--- config.mk ---
export PLATFORM = sky130hd
export DESIGN_NAME = convolucion_secuenciador
export DESIGN_NICKNAME = d
export VERILOG_FILES = /design/src/rtl/convolucion_secuenciador.sv
export SDC_FILE = /design/constraint.sdc
export NUM_CORES = 1
export LEC_CHECK = 0
export BUFFER_PORTS_ARGS = -buffer_cell sky130_fd_sc_hd__buf_2
export CAP_MARGIN = 20
export CORE_ASPECT_RATIO = 1.75
export CORE_MARGIN = 4
export CORE_UTILIZATION = 45
export CTS_CLUSTER_DIAMETER = 80
export CTS_CLUSTER_SIZE = 20
export DETAILED_ROUTE_END_ITERATION = 7
export HOLD_SLACK_MARGIN = 0.08
export PLACE_DENSITY_LB_ADDON = 0.08
export SLEW_MARGIN = 20
export SYNTH_ARGS = -nofsm -noshare
export SYNTH_HDL_FRONTEND = slang
export SYNTH_SLANG_ARGS = --single-unit
--- constraint.sdc ---
create_clock -name clk -period 14.7 [get_ports clk]
set_input_delay 0.735 -clock clk [delete_from_list [all_inputs] [get_ports clk]]
set_output_delay 0.735 -clock clk [all_outputs]
set_load 0.03 [all_outputs]
--- src/rtl/convolucion_secuenciador.sv ---
// rtl/convolucion_secuenciador.sv - 5x5 mask-convolution controller: config, window admission, token tracking, reduce/clamp, frame count
module convolucion_secuenciador #(
    parameter int BITS_ELEMENTO_MASCARA = 10,
    parameter int BITS_PIXEL            = 8,
    parameter int BITS_PRODUCTO_SUMA    = 11,
    parameter int LATENCIA_MAC          = 2,
    parameter int NUM_PIXELES           = 307200,
    parameter int BITS_CONTADOR         = 19
) (
    input  logic                                  clk,
    input  logic                                  rst,
    input  logic                                  cfg_start,
    input  logic                                  cfg_wr_en,
    input  logic [4:0]                            cfg_addr,
    input  logic [BITS_ELEMENTO_MASCARA-1:0]      cfg_data,
    output logic                                  cfg_error,
    output logic [25*BITS_ELEMENTO_MASCARA-1:0]   mask_bus,
    output logic [BITS_ELEMENTO_MASCARA-1:0]      denominador,
    input  logic                                  win_valid,
    output logic                                  win_ready,
    output logic                                  dp_ena,
    input  logic [9*BITS_PRODUCTO_SUMA-1:0]       dp_sumas,
    output logic [BITS_PIXEL-1:0]                 pix_out,
    output logic                                  pix_valid,
    output logic                                  frame_done,
    output logic                                  busy
);

    localparam int BITS_SUMA = BITS_PRODUCTO_SUMA + 4;
    localparam logic [BITS_SUMA-1:0]     PIX_MAX = BITS_SUMA'((1 << BITS_PIXEL) - 1);
    localparam logic [BITS_CONTADOR-1:0] ULTIMO  = BITS_CONTADOR'(NUM_PIXELES - 1);

    typedef enum logic [1:0] {IDLE, LOAD, RUN, DRAIN} estado_t;

    estado_t                           estado;
    logic [25:0]                       mapa;
    logic [LATENCIA_MAC-1:0]           tokens;
    logic [LATENCIA_MAC:0]             tokens_sig;
    logic                              cap_valid;
    logic [9*BITS_PRODUCTO_SUMA-1:0]   cap_sumas;
    logic [BITS_CONTADOR-1:0]          contador;
    logic                              acepta;
    logic signed [BITS_SUMA-1:0]       suma;
    logic [BITS_PIXEL-1:0]             pix_nxt;

    assign win_ready  = (estado == RUN);
    assign acepta     = win_valid & win_ready;
    assign dp_ena     = acepta | (|tokens);
    assign tokens_sig = {tokens, acepta};
    assign busy       = (estado == LOAD) || (estado == DRAIN) || (|tokens) || cap_valid;

    always_ff @(posedge clk or posedge rst) begin
        if (rst) begin
            estado      <= IDLE;
            mapa        <= '0;
            cfg_error   <= 1'b0;
            mask_bus    <= '0;
            denominador <= '0;
        end else begin
            case (estado)
                IDLE: begin
                    if (cfg_start) begin
                        estado    <= LOAD;
                        mapa      <= '0;
                        cfg_error <= 1'b0;
                    end
                end
                LOAD: begin
                    if (cfg_start) begin
                        mapa      <= '0;
                        cfg_error <= 1'b0;
                    end else begin
                        if (cfg_wr_en) begin
                            if (cfg_addr < 5'd25) begin
                                mask_bus[cfg_addr*BITS_ELEMENTO_MASCARA +: BITS_ELEMENTO_MASCARA] <= cfg_data;
                                mapa[cfg_addr] <= 1'b1;
                            end else if (cfg_addr == 5'd25) begin
                                // A zero denominator is kept but never counts towards a complete map
                                denominador <= cfg_data;
                                mapa[25]    <= (cfg_data != '0);
                                if (cfg_data == '0)
                                    cfg_error <= 1'b1;
                            end else begin
                                cfg_error <= 1'b1;
                            end
                        end
                        if (&mapa)
                            estado <= RUN;
                    end
                end
                RUN: begin
                    if (cfg_start) begin
                        estado    <= DRAIN;
                        cfg_error <= 1'b0;
                    end
                end
                DRAIN: begin
                    if (tokens == '0 && !cap_valid) begin
                        estado    <= LOAD;
                        mapa      <= '0;
                        cfg_error <= 1'b0;
                    end
                end
                default: estado <= IDLE;
            endcase
        end
    end

    always_comb begin
        suma = '0;
        for (int i = 0; i < 9; i++)
            suma = suma + BITS_SUMA'($signed(cap_sumas[i*BITS_PRODUCTO_SUMA +: BITS_PRODUCTO_SUMA]));
    end

    always_comb begin
        pix_nxt = suma[BITS_PIXEL-1:0];
        if (suma[BITS_SUMA-1])
            pix_nxt = '0;
        else if (suma > $signed(PIX_MAX))
            pix_nxt = '1;
    end

    // Tokens only move under dp_ena, which is forced high while any token is inside
    always_ff @(posedge clk or posedge rst) begin
        if (rst) begin
            tokens     <= '0;
            cap_valid  <= 1'b0;
            cap_sumas  <= '0;
            pix_valid  <= 1'b0;
            pix_out    <= '0;
            frame_done <= 1'b0;
            contador   <= '0;
        end else begin
            if (dp_ena)
                tokens <= tokens_sig[LATENCIA_MAC-1:0];
            cap_valid <= tokens[LATENCIA_MAC-1];
            if (tokens[LATENCIA_MAC-1])
                cap_sumas <= dp_sumas;
            pix_valid  <= cap_valid;
            frame_done <= 1'b0;
            if (cap_valid) begin
                pix_out <= pix_nxt;
                if (contador == ULTIMO) begin
                    contador   <= '0;
                    frame_done <= 1'b1;
                end else begin
                    contador <= contador + 1'b1;
                end
            end
        end
    end

endmodule
Word level (Yosys, flattened, before mapping)
Cells that the tools add are included.

Bits in registers: 420. Input bits: 119. Output and inout bits: 274. Logic and storage cells: 101.

$add $sub $neg: 10. Multiply operators: 1. Magnitude comparators: 4. Eq/ne operators: 16. Shift-type cells: 2. Multiplexer cells: 30. Bitwise logic cells: 5. Reduce and logical (&&, ||, !) cells: 20.

Operator list (count): 250-bit bitwise mux (1); 10-bit by 34-bit variable shift with 250-bit output, first input constant (1); 10-bit by 34-bit variable part select with 250-bit output (1); 26-bit 2-to-1 mux (4); 26-bit case mux with 3 select lines (1); 15-bit by 11-bit adder with 15-bit output (4); 9-bit negation with 34-bit output (1); 26-bit OR (1); 26-bit AND reduction (1); 25-bit 2-to-1 mux (1); 5-bit AND reduction (5); 19-bit by 1-bit adder with 19-bit output, second input constant (1); 19-bit equality test, second input constant (1); 19-bit 2-to-1 mux (1); 8-bit 2-to-1 mux (2); 14-bit by 11-bit adder with 15-bit output (1); 15-bit by 9-bit greater-than comparator with 1-bit output, second input constant (1); 13-bit by 11-bit adder with 14-bit output (1); 12-bit by 11-bit adder with 13-bit output (1); 11-bit by 11-bit adder with 12-bit output (1); 1-bit 2-to-1 mux (12); 10-bit logical NOT (1); 2-bit 2-to-1 mux (5); 10-bit nonzero test (1); 26 further kinds (38).

Logic depth before layout (Yosys ltp)
Depth in word-level cells: 11. Mapped depth: 16. Gate-level depth less buffers: 16.

Worst setup path before layout
OpenSTA, ideal clock, no wires.

Path type: register -> register. Start point: register cap_sumas[10]. End point: register pix_out[0]. Library setup time: 159 ps. Arrival: 4544 ps. Data required time: 14541 ps. Setup slack: 9998 ps. Cell stages (with the launch flop): 13. Path buffers: 0. Clock period less this slack: 4702 ps. Cell sequence: dfrtp_1 > fa_1 > inv_1 > fa_1 > inv_1 > fa_1 > fa_1 > ha_1 > a21o_1 > o21a_1 > or4_1 > nor4_2 > a32oi_1.

Word-level cells in the longest chain between the ends: 11.

RTL lines: from (decl) (RTL line 40) `logic [9*BITS_PRODUCTO_SUMA-1:0] cap_sumas;`; from (signal assigned) (RTL line 138) `cap_sumas <= dp_sumas;`; 11-bit by 11-bit adder with 12-bit output (*) (RTL line 112) `suma = suma + BITS_SUMA'($signed(cap_sumas[i*BITS_PRODUCTO_SUMA +: BITS_PRODUCTO_SUMA]));`; 12-bit by 11-bit adder with 13-bit output (*) (RTL line 112); 13-bit by 11-bit adder with 14-bit output (*) (RTL line 112); 14-bit by 11-bit adder with 15-bit output (*) (RTL line 112); 15-bit by 11-bit adder with 15-bit output (*) (4 in a row) (RTL line 112); 15-bit by 9-bit greater-than comparator with 1-bit output (RTL line 119) `else if (suma > $signed(PIX_MAX))`; 8-bit 2-to-1 mux (RTL line 119); 8-bit 2-to-1 mux (*) (RTL line 117) `if (suma[BITS_SUMA-1])`; to (signal assigned) (RTL line 142) `pix_out <= pix_nxt;`; to (decl) (RTL line 23) `output logic [BITS_PIXEL-1:0] pix_out,`.

Every way passes the cells marked *; elsewhere a longest branch is shown, timed or not. A chain may end at the register's enable or synchronous reset.

Worst setup path after layout
Start point: input cfg_addr[0]. End point: register mask_bus[13].

Word-level cells in the longest chain between the ends: 4. Elaborated cells between the ends (all ways): 7. Those cells by class: 1 x add/sub; 1 x mul; 1 x order compare; 2 x shift; 1 x mux; 1 x reduce/logical.

RTL lines: from (decl) (RTL line 14) `input logic [4:0] cfg_addr,`; 5-bit by 3-bit multiplier with 8-bit output (RTL line 75) `mask_bus[cfg_addr*BITS_ELEMENTO_MASCARA +: BITS_ELEMENTO_MASCARA] <= cfg_data;`; 9-bit negation with 34-bit output (RTL line 75); 10-bit by 34-bit variable part select with 250-bit output or 10-bit by 34-bit variable shift with 250-bit output (tied branches) (RTL line 75); 250-bit bitwise mux (RTL line 75); to (signal, indexed assignment) (RTL line 75); to (decl) (RTL line 17) `output logic [25*BITS_ELEMENTO_MASCARA-1:0] mask_bus,`.

Several ways; a longest one is shown, not always the timed one.

==> results.sh <==
export IMPL_floorplan_die_area_sq_um=50860
export IMPL_netlist_top_cells_area="dfrtp_1 49%, mux2_2 19%, fa_1 7.6%"
export IMPL_grt_max_degree=154
export IMPL_grt_pass1_wl_mm=94.10
export IMPL_holdWs_ps=372.6
export IMPL_antenna_found_initial=0
export IMPL_slowest_stage="fa_1"
export IMPL_power_density_nw_per_um2=117.5
export IMPL_filler_cell_count=4195
export IMPL_worst_pin_slew_ps=1203
export IMPL_drv_cap=0
export IMPL_leakagePower_nw=12.59
export IMPL_totalWireLength_mm=61.30
export IMPL_setup_viol_count_final=0
export IMPL_yosysTopAreaCell="dfrtp_1"
export IMPL_worstPathMaxFanout=25
export IMPL_worstHoldPathType="input pin to async pin"
export IMPL_cts_htree_levels=1
export IMPL_grt_util_all_layers=0.2370
export IMPL_layout_min_cycle_time_ps=5529
export IMPL_synth_top_flop_cell="dfrtp_1"
export IMPL_path_cells="buf_2 > ha_1 > ha_1 > inv_1 > fa_1 > nand2b_1 > nor3_2 > o21ai_0 > inv_1 > ha_1 > inv_1 > nor3_4 > nand3_2 > nor4_1 > mux2_2"
export IMPL_ctsHoldBuffers=0
export IMPL_finalMaxSlewViolations=0
export IMPL_fin_tns_setup_ps=0
export IMPL_synth_async_reset_ratio=1.000
export IMPL_worstPathBufferInverterCount=4
export IMPL_drive_gt1_frac=0.4331
export IMPL_total_power_mw=2.878
export IMPL_final_cell_area_sq_um=24490
export IMPL_syn_area_sq_um=21230
export IMPL_dieWidth_um=172.2
export IMPL_clock_sinks=420
export IMPL_seq_area_frac_synth=0.4950
export IMPL_cts_root_buf="clkbuf_16"
export IMPL_overflow=0
export IMPL_synth_common_cells="420 x dfrtp_1, 365 x mux2_2, 110 x nor2_1, 81 x fa_1, 57 x inv_1"
export IMPL_drc_errors=0
export IMPL_die_h_um=295.4
export IMPL_finalHoldViolations=0
export IMPL_path_class="input pin to flop"
export IMPL_synth_top_area_frac=0.4950
export IMPL_vdd_drop_max_v=0.0001168
export IMPL_drt_pass1_iterations=5
export IMPL_routed_via_density=5.743
export IMPL_cp_end_kind="flop"
export IMPL_core_area_sq_um=46770
export IMPL_clk_latency_ps=580
export IMPL_skew_ps=15.76
export IMPL_syn_nets=1898
export IMPL_area_growth_pct=15.36
export IMPL_outcome="finished, final reports clean"
export IMPL_rsz0062_at_grt="no"
export IMPL_seq_area_sq_um=10510
export IMPL_dr_total_vias=15010
export IMPL_numCtsBuffers=25
export IMPL_fin_crit_sh=0.3761
export IMPL_post_cts_resize_count=0
export IMPL_num_rows=105
export IMPL_synth_seq_cells=420
export IMPL_n_antenna_cell=0
export IMPL_placed_area_sq_um=23790
export IMPL_worstPathRequired_ps=15170
export IMPL_drtIter0Drc=803
export IMPL_synth_edf_count=0
export IMPL_timing_slew_headroom=0.1950
export IMPL_crit_arrival_ps=6000
export IMPL_place_hpwl_mm=46.40
export IMPL_startpoint_type="input pin"
export IMPL_path_delay_family="simple AND/OR/NAND/NOR gates"
export IMPL_final_util=0.5237
export IMPL_io_pins=393
export IMPL_netlist_cell_type_count=75
export IMPL_cts_tree="yes"
export IMPL_cpPeakStageDelay_ps=770
export IMPL_ant_nets=0
export IMPL_wl_per_cell_um=23.46
export IMPL_grt_pass1_vias=16280
export IMPL_fin_nets=2255
export IMPL_avgSynthCellArea_sq_um=12.74
export IMPL_initial_core_util=0.4540
export IMPL_synth_most_common_cell="dfrtp_1"
export IMPL_post_cts_buffers=0
export IMPL_portBuffers=392
export IMPL_clk_path_buf_depth=3
export IMPL_fmax_mhz=180.9
export IMPL_routabilityCongestion=0.9574
export IMPL_ys_warn_count=0
export IMPL_clkTransAtPathRegs_ps=90
export IMPL_multi_input_area_sq_um=10180
export IMPL_synthCells=1666
[cell families after synthesis]
group / Yosys count / share of synthesized area
DFF: 420 / 0.4950
and+or+nand+nor: 392 / 0.1083
muxes: 375 / 0.1983
AOI/OAI and AO/OA: 192 / 0.06064
buffers and inverters: 144 / 0.02852
adders and majority gates: 113 / 0.09523
xor gates and xnor gates: 30 / 0.01402
[report_power, final]
group / switching [mW] / leakage (nW) / internal (mW)
Clock: 0.390 / 0.335 / 0.326
Combinational: 0.572 / 6.47 / 0.242
Sequential: 0.0703 / 5.78 / 1.28
[sequential cells by signal (all words and copies together), names as in the netlist]
name         cells
mask_bus       250
mapa            26
cap_valid        1
pix_valid        1
cap_sumas       99
cfg_error        1
estado           2
denominador     10
tokens           2
contador        19
pix_out          8
frame_done       1
[layer usage]
layer,track usage,share of wire,vias up
met4,0.08231,0.038,0
li1,-,-,6691
met5,0,0,-
met2,0.4361,0.53,467
met3,0.04495,0.058,116
met1,0.2723,0.37,7732
[area by class of cell]
| class | count | area share |
|---|---|---|
| clock buffers | 26 | 0.02569 |
| clock inverters | 3 | 0.002248 |
| well taps | 588 | 0.03004 |
| repair buffers | 417 | 0.08827 |
| flip-flops and latches | 420 | 0.4292 |
| inverters | 57 | 0.009042 |
| multi-input cells | 1102 | 0.4155 |
[cell usage in the layout (no fill, tap or decap), types with 33 or more instances in the layout]
cell type / synthesis / layout
dfrtp_1: 420 / 419
buf_2: 31 / 392
mux2_2: 365 / 365
nor2_1: 110 / 108
fa_1: 81 / 81
inv_1: 57 / 56
a21oi_1: 49 / 49
nand2_1: 46 / 45
nor4_1: 35 / 34
nor4_2: 32 / 33
[stage by stage]
step	worst slack (ps)	cells
final	9171	2613
after global routing	8764	2613
after CTS	9215	2612
after detailed placement	8606	2583
after global placement	8852	2583
after floorplan	2274	1666
[final timing paths]
path                              start       endpoint  slack, ps  depth (start not counted)
min in group clk           dp_sumas[14]  cap_sumas[14]        370                          2
max                         cfg_addr[0]   mask_bus[13]       9170                         15
max reg2reg                cap_sumas[2]     pix_out[6]       9440                         12
max in group asynchronous           rst  mask_bus[116]      11980                          4
min reg2reg                   tokens[0]      tokens[1]        400                          0
min                                 rst  mask_bus[189]        370                          2
Note: power is estimated with default switching activity, not from simulation.
